`config.mk`:
```
export PLATFORM = sky130hd
export DESIGN_NAME = seq_add_sub
export DESIGN_NICKNAME = d
export VERILOG_FILES = /design/src/rtl/seq_add_sub_pkg.sv /design/src/rtl/seq_add_sub_add_digit.sv /design/src/rtl/seq_add_sub.sv
export SDC_FILE = /design/constraint.sdc
export NUM_CORES = 1
export LEC_CHECK = 0
export CAP_MARGIN = 20
export CORE_ASPECT_RATIO = 2
export CORE_MARGIN = 2
export CORE_UTILIZATION = 50
export DETAILED_ROUTE_END_ITERATION = 7
export GPL_TIMING_DRIVEN = 0
export PLACE_DENSITY = 0.85
export SLEW_MARGIN = 20
export SYNTH_ARGS = -nofsm -noshare
export SYNTH_HDL_FRONTEND = slang
export SYNTH_SLANG_ARGS = --single-unit
```
`constraint.sdc`:
```
create_clock -name clk -period 2.35 [get_ports clk]
set_clock_uncertainty 0.05 [all_clocks]
set_input_delay 0.47 -clock clk [delete_from_list [all_inputs] [get_ports clk]]
set_output_delay 0.47 -clock clk [all_outputs]
set_load 0.005 [all_outputs]
```
`src/rtl/seq_add_sub_pkg.sv`:
```
// Shared ALU definitions: sequencer states, operation encoding and a
// constant-evaluable log2 helper for sizing counters.
package alu_pkg;

  typedef enum logic [1:0] {
    ST_IDLE = 2'd0,
    ST_RUN  = 2'd1,
    ST_DONE = 2'd2
  } state_e;

  localparam logic OP_ADD = 1'b0;
  localparam logic OP_SUB = 1'b1;

  // Bits needed to count 0..n-1, never less than one so a single-pass
  // configuration still gets a legal counter vector.
  function automatic int clog2(input int n);
    int r;
    r = 0;
    for (int i = 0; i < 31; i++) begin
      if ((1 << i) < n) r = i + 1;
    end
    return (r < 1) ? 1 : r;
  endfunction

endpackage

```
`src/rtl/seq_add_sub_add_digit.sv`:
```
// One DIGIT-wide ripple-carry slice. Also exposes the carry into its MSB so
// the caller can form signed overflow on the most significant digit.
module add_digit #(
  parameter int DIGIT = 2
) (
  input  logic [DIGIT-1:0] x,
  input  logic [DIGIT-1:0] y,
  input  logic             ci,
  output logic [DIGIT-1:0] s,
  output logic             co,
  output logic             c_top
);

  logic [DIGIT:0] c;

  assign c[0] = ci;

  // Full-adder chain, one bit per stage.
  for (genvar i = 0; i < DIGIT; i++) begin : g_bit
    assign s[i]   = x[i] ^ y[i] ^ c[i];
    assign c[i+1] = (x[i] & y[i]) | (x[i] & c[i]) | (y[i] & c[i]);
  end

  assign co    = c[DIGIT];
  assign c_top = c[DIGIT-1];

endmodule

```
`src/rtl/seq_add_sub.sv`:
```
// Digit-serial adder/subtractor. Operands are captured on an accepted start,
// then DIGIT bits are summed per clock, LSB digit first. Result and flags
// are written only on the final digit and held until the next one.
module seq_add_sub
  import alu_pkg::*;
#(
  parameter int WIDTH = 8,
  parameter int DIGIT = 2
) (
  input  logic             clk,
  input  logic             rst_n,
  input  logic             start,
  input  logic             op_sub,
  input  logic [WIDTH-1:0] a,
  input  logic [WIDTH-1:0] b,
  input  logic             cin,
  output logic             busy,
  output logic             done,
  output logic [WIDTH-1:0] result,
  output logic             cout,
  output logic             ovf,
  output logic             neg,
  output logic             zero
);

  localparam int N  = WIDTH / DIGIT;
  localparam int CW = clog2(N);
  localparam logic [CW-1:0] CNT_LAST = CW'(N - 1);

  if (DIGIT < 1 || WIDTH < 2 || (WIDTH % DIGIT) != 0) begin : g_bad_params
    $error("seq_add_sub: WIDTH must be >= 2 and a multiple of DIGIT");
  end

  state_e            state_q, state_d;
  logic [CW-1:0]     cnt_q, cnt_d;
  logic [WIDTH-1:0]  a_q, a_d;
  logic [WIDTH-1:0]  b_q, b_d;
  logic [WIDTH-1:0]  part_q, part_d;
  logic              carry_q, carry_d;
  logic [WIDTH-1:0]  result_q, result_d;
  logic              cout_q, cout_d;
  logic              ovf_q, ovf_d;
  logic              neg_q, neg_d;
  logic              zero_q, zero_d;

  logic              accept;
  logic              last_digit;
  logic [DIGIT-1:0]  sum_dig;
  logic              dig_co;
  logic              dig_ctop;
  logic [WIDTH-1:0]  part_shift;

  assign accept     = start && (state_q == ST_IDLE || state_q == ST_DONE);
  assign last_digit = (state_q == ST_RUN) && (cnt_q == CNT_LAST);

  add_digit #(.DIGIT(DIGIT)) u_digit (
    .x     (a_q[DIGIT-1:0]),
    .y     (b_q[DIGIT-1:0]),
    .ci    (carry_q),
    .s     (sum_dig),
    .co    (dig_co),
    .c_top (dig_ctop)
  );

  // New digit enters at the top; after N shifts the first digit sits at bit 0.
  assign part_shift = (part_q >> DIGIT) | (WIDTH'(sum_dig) << (WIDTH - DIGIT));

  // Sequencer next state.
  always_comb begin
    state_d = state_q;
    case (state_q)
      ST_IDLE: if (start) state_d = ST_RUN;
      ST_RUN:  if (cnt_q == CNT_LAST) state_d = ST_DONE;
      ST_DONE: state_d = start ? ST_RUN : ST_IDLE;
      default: state_d = ST_IDLE;
    endcase
  end

  // Operand capture, digit stepping and final result/flag update.
  always_comb begin
    cnt_d    = cnt_q;
    a_d      = a_q;
    b_d      = b_q;
    part_d   = part_q;
    carry_d  = carry_q;
    result_d = result_q;
    cout_d   = cout_q;
    ovf_d    = ovf_q;
    neg_d    = neg_q;
    zero_d   = zero_q;
    if (accept) begin
      // Subtraction runs as a + ~b + ~cin so cout means "no borrow".
      a_d     = a;
      b_d     = b ^ {WIDTH{op_sub}};
      carry_d = (op_sub == OP_SUB) ? ~cin : cin;
      part_d  = '0;
      cnt_d   = '0;
    end else if (state_q == ST_RUN) begin
      a_d     = a_q >> DIGIT;
      b_d     = b_q >> DIGIT;
      carry_d = dig_co;
      part_d  = part_shift;
      cnt_d   = cnt_q + 1'b1;
      if (last_digit) begin
        result_d = part_shift;
        cout_d   = dig_co;
        ovf_d    = dig_ctop ^ dig_co;
        neg_d    = part_shift[WIDTH-1];
        zero_d   = (part_shift == '0);
      end
    end
  end

  // State and datapath registers; reset aborts any operation in flight.
  always_ff @(posedge clk or negedge rst_n) begin
    if (!rst_n) begin
      state_q  <= ST_IDLE;
      cnt_q    <= '0;
      a_q      <= '0;
      b_q      <= '0;
      part_q   <= '0;
      carry_q  <= 1'b0;
      result_q <= '0;
      cout_q   <= 1'b0;
      ovf_q    <= 1'b0;
      neg_q    <= 1'b0;
      zero_q   <= 1'b0;
    end else begin
      state_q  <= state_d;
      cnt_q    <= cnt_d;
      a_q      <= a_d;
      b_q      <= b_d;
      part_q   <= part_d;
      carry_q  <= carry_d;
      result_q <= result_d;
      cout_q   <= cout_d;
      ovf_q    <= ovf_d;
      neg_q    <= neg_d;
      zero_q   <= zero_d;
    end
  end

  assign busy   = (state_q == ST_RUN);
  assign done   = (state_q == ST_DONE);
  assign result = result_q;
  assign cout   = cout_q;
  assign ovf    = ovf_q;
  assign neg    = neg_q;
  assign zero   = zero_q;

endmodule

```
==> impl_metrics.csv <==
group,metric,value,unit
outcome,status,"completed",
worst_setup_path,path_cells,"inv_1 -> fa_1 -> fa_1 -> nor4b_1 -> nand2_1 -> o21ai_0",
logic_synthesis,synth_area,0.00174,mm²
route,routed_wl,3520,µm
grt,grt.met3_usage,3.94,%
power,p_sw_share,33.8,%
route,drc,0,
grt,use_met1,20.6,%
grt,use_met2,38.0,%
logic_synthesis,synthArstFlopShare,100,%
worst_setup_path,cpPeakStageDelay,560,ps
power,peakVddDrop,0.827,mV
grt,grt_pass1_vias,1338,
power,power.total,0.00302,W
route,antenna_left,0,
logic_synthesis,synth-edff-count,0,
timing,fin_ws,317,ps
worst_setup_path,worst_setup_path_end_kind,"register",
logic_synthesis,yosysSeqAreaShare,54.8,%
logic_synthesis,yosys.area.top_type,"dfrtp_1",
logic_synthesis,synth.distinct_cells,30,
power,leakage,1.05,nW
logic_synthesis,synth_cells,138,
clocking,numCtsBuffers,5,
route,vias,1233,
logic_synthesis,synthTopCellsByArea,"dfrtp_1 55%, a22o_1 5.6%, mux2i_1 4.6%, mux2_2 4.5%, xor2_1 4.5%",
power,power.density,1350,mW/mm²
floorplanning,ios,35,
worst_setup_path,worstSetupPathType,"register to register",
logic_synthesis,syn_nets,162,
clocking,cts_sinks,38,
timing,hold_viol,0,
logic_synthesis,syn_avg_cell_area,12.6,µm²
grt,grtUsageTotal,21.3,%
timing,timing.final.crit_share,86.5,%
clocking,postCtsSetupBuffers,0,
grt,grt_pass1_wl,5990,µm
floorplanning,dieArea,0.00399,mm²
logic_synthesis,synth_top_area_share,54.8,%
placement,placed_area,0.00212,mm²
logic_synthesis,synth_top_cells_by_count,"38 x dfrtp_1, 14 x nand2_1, 12 x o21ai_0",
timing,finalSetupViolations,0,
final_layout,syn_to_final_growth,29.2,%
worst_setup_path,worstPathMaxFanout,3,
grt,grt-busiest-layer,"met2",
floorplanning,core-area,0.00334,mm²
clocking,clock-root-buffer,"clkbuf_8",
timing,max_freq,0.492,GHz
clocking,cts_htree_levels,2,
placement,portBuffers,33,
flow_run,drv_cap,0,
floorplanning,die_w,45.7,µm
power,pwr-share-seq,36.7,%
timing,hold_slack,442,ps
final_layout,drive_above_1_share,16.6,%
route,firstDrtPassIters,4,
clocking,clk_path_buf_depth,2,
route,drt_iter0_drc,25,
placement,post-place-ws,337,ps
clocking,cts_tree,"done",
power,p_int,0.00200,W
worst_setup_path,r2r_setup_slack,320,ps
floorplanning,rows,30,
logic_synthesis,synthMostInstantiatedCell,"dfrtp_1",
logic_synthesis,yosysWarningCount,0,
min_path,min_path_type,"register to register",
final_layout,finalInstanceArea,0.00224,mm²
floorplanning,die_h,87.3,µm
power,clkPwrFrac,18.2,%
final_layout,nets,204,
timing,fin_crit,2030,ps
logic_synthesis,synth-seq-cells,38,
grt,grt_start_max_net_pins,30,
worst_setup_path,cp.arrival,2200,ps
route,wl_per_cell,16.5,µm
worst_setup_path,crit_required,2520,ps
power,p_comb_share,45.1,%
timing,maxSlewHeadroom,76.7,%
grt,antenna_found_initial,0,
placement,gp_congestion,0.780,
worst_setup_path,start_kind,"register",
final_layout,nFillCells,260,
timing,rsz0062_at_grt,"false",
final_layout,stdcell_count,213,
final_layout,antenna_cells,0,
timing,worstMarginPinSlew,349,ps
logic_synthesis,synthFlopType,"dfrtp_1",
placement,dpl.hpwl,2670,µm
timing,slew_viol_final,0,
placement,dp.cells,204,
route,viasPerCell,5.79,
clocking,worstSkewPairLatency,300,ps
clocking,clk_pin_slew_worst_paths,80,ps
floorplanning,start_util,51.9,%
power,power.switching,0.00102,W
worst_setup_path,cp_slowest_cell,"fa_1",
worst_setup_path,cp_common_cell,"fa_1",
grt,grt_overflow_total,0,
==> critical path: cells and delay by family, from the launching register on <==
kind / cells / cell delay, ps
AND/OR/NAND/NOR: 2 / 330
AO/OA/AOI/OAI: 1 / 130
buffers and inverters: 1 / 70
flip-flops: 1 / 330
adder cells (fa/ha/maj): 2 / 1040
==> layer usage <==
layer / share of wire [%] / up-vias
li1: - / 563
met1: 36 / 617
met2: 57 / 43
met3: 4.1 / 10
met4: 3.6 / 0
met5: 0 / -
==> state kept, by name, indices dropped and copies added, names as in the netlist <==
name / cells
zero: 1
carry_q: 1
result: 8
state_q: 2
cout: 1
part_q: 6
ovf: 1
a_q: 8
b_q: 8
cnt_q: 2
==> power by group through the flow <==
stage	Combinational, W	Clock [W]	Sequential (W)
2_1_floorplan	0.000925	0	0.00108
3_3_place_gp	0.00132	0	0.00110
3_5_place_dp	0.00138	0	0.00112
4_1_cts	0.00138	0.000560	0.00111
5_1_grt	0.00150	0.000586	0.00115
6_report	0.00136	0.000551	0.00111
==> logic make-up after synthesis <==
family | Yosys count | share of synthesized area, %
buffers and inverters | 16 | 7.28
flip-flops | 38 | 54.8
AND/OR/NAND/NOR | 24 | 7.35
multiplexers | 15 | 9.16
adder cells (fa/ha/maj) | 3 | 3.03
XOR/XNOR | 10 | 5.05
AO/OA/AOI/OAI | 32 | 13.3
==> layout make-up <==
cell class / instances / area (µm²) / share of cell area (%)
buffer: 9 / 87.6 / 3.91
clock buffer: 5 / 68.8 / 3.07
clock inverter: 3 / 40.0 / 1.79
inverter: 7 / 38.8 / 1.73
multi-input combinational: 84 / 658 / 29.4
sequential: 38 / 951 / 42.4
tap: 32 / 40.0 / 1.79
timing repair buffer: 35 / 358 / 16.0
==> final timing paths <==
check | from | to | cells after the start
max | a_q[0] | zero | 6
min | ovf | ovf | 2
max reg2reg | a_q[0] | zero | 6
min reg2reg | ovf | ovf | 2
max in group asynchronous | rst_n | a_q[5] | 3
min in group asynchronous | rst_n | state_q[0] | 2
==> per-stage QoR <==
stage / TNS, ps / utilization, %
2_1_floorplan: 0 / -
3_3_place_gp: -441 / 63.0
3_5_place_dp: 0 / 63.5
4_1_cts: 0 / 67.0
5_1_grt: 0 / 67.1
6_report: 0 / 67.1
==> cells in the final DEF, fill, tap and decap left out, drive strengths merged <==
master,instances
a21o,2
o21bai,1
clkinv,2
mux2,7
and2b,1
nor2b,1
o21ai,13
dlygate4sd3,1
nor2,2
a22o,11
ha,1
inv,7
dlymetal6s2s,1
bufinv,1
nand3b,1
clkdlybuf4s50,31
o2bb2ai,2
a221o,3
nor3,2
buf,10
dfrtp,38
fa,2
nor4b,2
xor2,9
mux2i,8
clkbuf,6
nand2b,1
nand2,14
xnor2,1
==> what timing repair did <==
action / CTS / global route
endpoints found under the setup margin: 0 / 1
resized for setup: 0 / 1
endpoints found under the hold margin: 9 / 0
hold buffers: 1 / 0
Power figures use the tool's default switching activity.
==> variant: new RTL, same flow settings <==
Take the reset off `b_q` and load it in a clocked block of its own.
--- a/src/rtl/seq_add_sub.sv
+++ b/src/rtl/seq_add_sub.sv
@@ -117,7 +117,6 @@
       state_q  <= ST_IDLE;
       cnt_q    <= '0;
       a_q      <= '0;
-      b_q      <= '0;
       part_q   <= '0;
       carry_q  <= 1'b0;
       result_q <= '0;
@@ -129,7 +128,6 @@
       state_q  <= state_d;
       cnt_q    <= cnt_d;
       a_q      <= a_d;
-      b_q      <= b_d;
       part_q   <= part_d;
       carry_q  <= carry_d;
       result_q <= result_d;
@@ -138,6 +136,10 @@
       neg_q    <= neg_d;
       zero_q   <= zero_d;
     end
+  end
+
+  always_ff @(posedge clk) begin
+    b_q <= b_d;
   end
 
   assign busy   = (state_q == ST_RUN);
Behaviour: no difference found for any inputs over 10 cycles, from zero or initial values and one cycle with rst_n low; that may be too few to reach the edited logic, so the function may still have changed.
==> variant against the unedited design <==
Wire length down 9.4%; combinational power is 7% lower; power down 3.4%; worst setup slack worse by 0.20 ns; hold slack worse by 0.29 ns; utilization hardly changed; synthesized area shrank 2.7%; via count decreased by 4.8%; final area decreased by 4.4%; sequential power grew 8%; sequential cell count unchanged; global-route usage decreased by 2.5 points; fmax is 9.0% lower.
==> variant: results <==
[synthesis]
ys_seq_area_share_pct = 58.67
synth_area_per_cell_um2 = 11.98
async_flop_share_pct = 78.95
synth-compound-area-share_pct = 12.00
syn_nets = 165
synth_commonest_cells = 30 x dfrtp_1, 21 x nand2_1, 15 x o21ai_0
synthAdderAreaFrac_pct = 3.111
synth.mux.area_fraction_pct = 4.889
ys_types = 29
synth-edff-count = 8

[placement]
place_area_um2 = 2053
pre_cts_ws_ns = 0.3180
place.gp.congestion = 0.7833
hpwl_um = 2408

[finish]
inverters_excl_clock = 8
nonClkBufAreaFrac_pct = 17.85
seq-cell-share_pct = 46.21
drive_gt1_share_pct = 16.48
num-nets-final = 205
clkCellAreaFrac_pct = 4.259
fillers = 243
n_clock_buffer = 7
num-nonclk-buffers = 41
multi_input_area_um2 = 610.6

[sta]
max_slew.worst_pin.slew_ns = 0.6475
fin_crit_ns = 2.235

[pwr]
p_leak_nw = 0.9360
ir_drop_v = 0.0008012
p_per_area_nw_per_um2 = 1362
p_int_mw = 1.930

[critical_path]
crit_path_start = state_q[1]$_DFFE_PN0P_
endpoint = busy
critPathArrivalTime_ns = 1.71

[global_route]
grt_max_degree = 31
grt_pass1_wl_um = 5361
track_usage_pct = 18.84

[hold_path]
min_path_type = input port to async pin

[floorplan]
n_tap_cell = 31

[clock_network]
worstSkewPairLatency_ns = 0.28

[routing]
via_per_inst = 5.512
wl_um = 3185
drt_iter0_drc = 32
avgRoutedWirePerCell_um = 14.95

[status]
status = finished, final reports clean
[variant: cell count changes after synthesis, sizes merged, moves of 3 or more]
cell	before	now
a221o	3	0
a22o	11	7
a31oi	0	4
dfrtp	38	30
edfxtp	0	8
mux2i	8	0
nand2	14	21
nor2	2	7
o21ai	13	16
xnor2	1	9
xor2	9	1
[variant: power groups by stage]
stage | clock network, mW | logic, mW | registers, mW
after floorplan | 0 | 0.822 | 1.17
after global routing | 0.486 | 1.42 | 1.24
after global placement | 0 | 1.23 | 1.19
final | 0.445 | 1.27 | 1.20
after detailed placement | 0 | 1.28 | 1.21
after CTS | 0.455 | 1.30 | 1.20
[variant: worst max-delay path, cell delays in order, from the launching register on]
cell	delay (ns)
dfrtp_1	0.39
nand2b_2	0.20
inv_2	0.13
buf_4	0.20
clkdlybuf4s50_1	0.51
[variant: routing by layer]
layer	vias to the layer above	global-route usage, %	part of all wire [%]
li1	559	-	-
met1	560	20.00	36
met2	47	34.16	56
met3	8	5.000	5.2
met4	0	6.150	2.1
met5	-	0	0
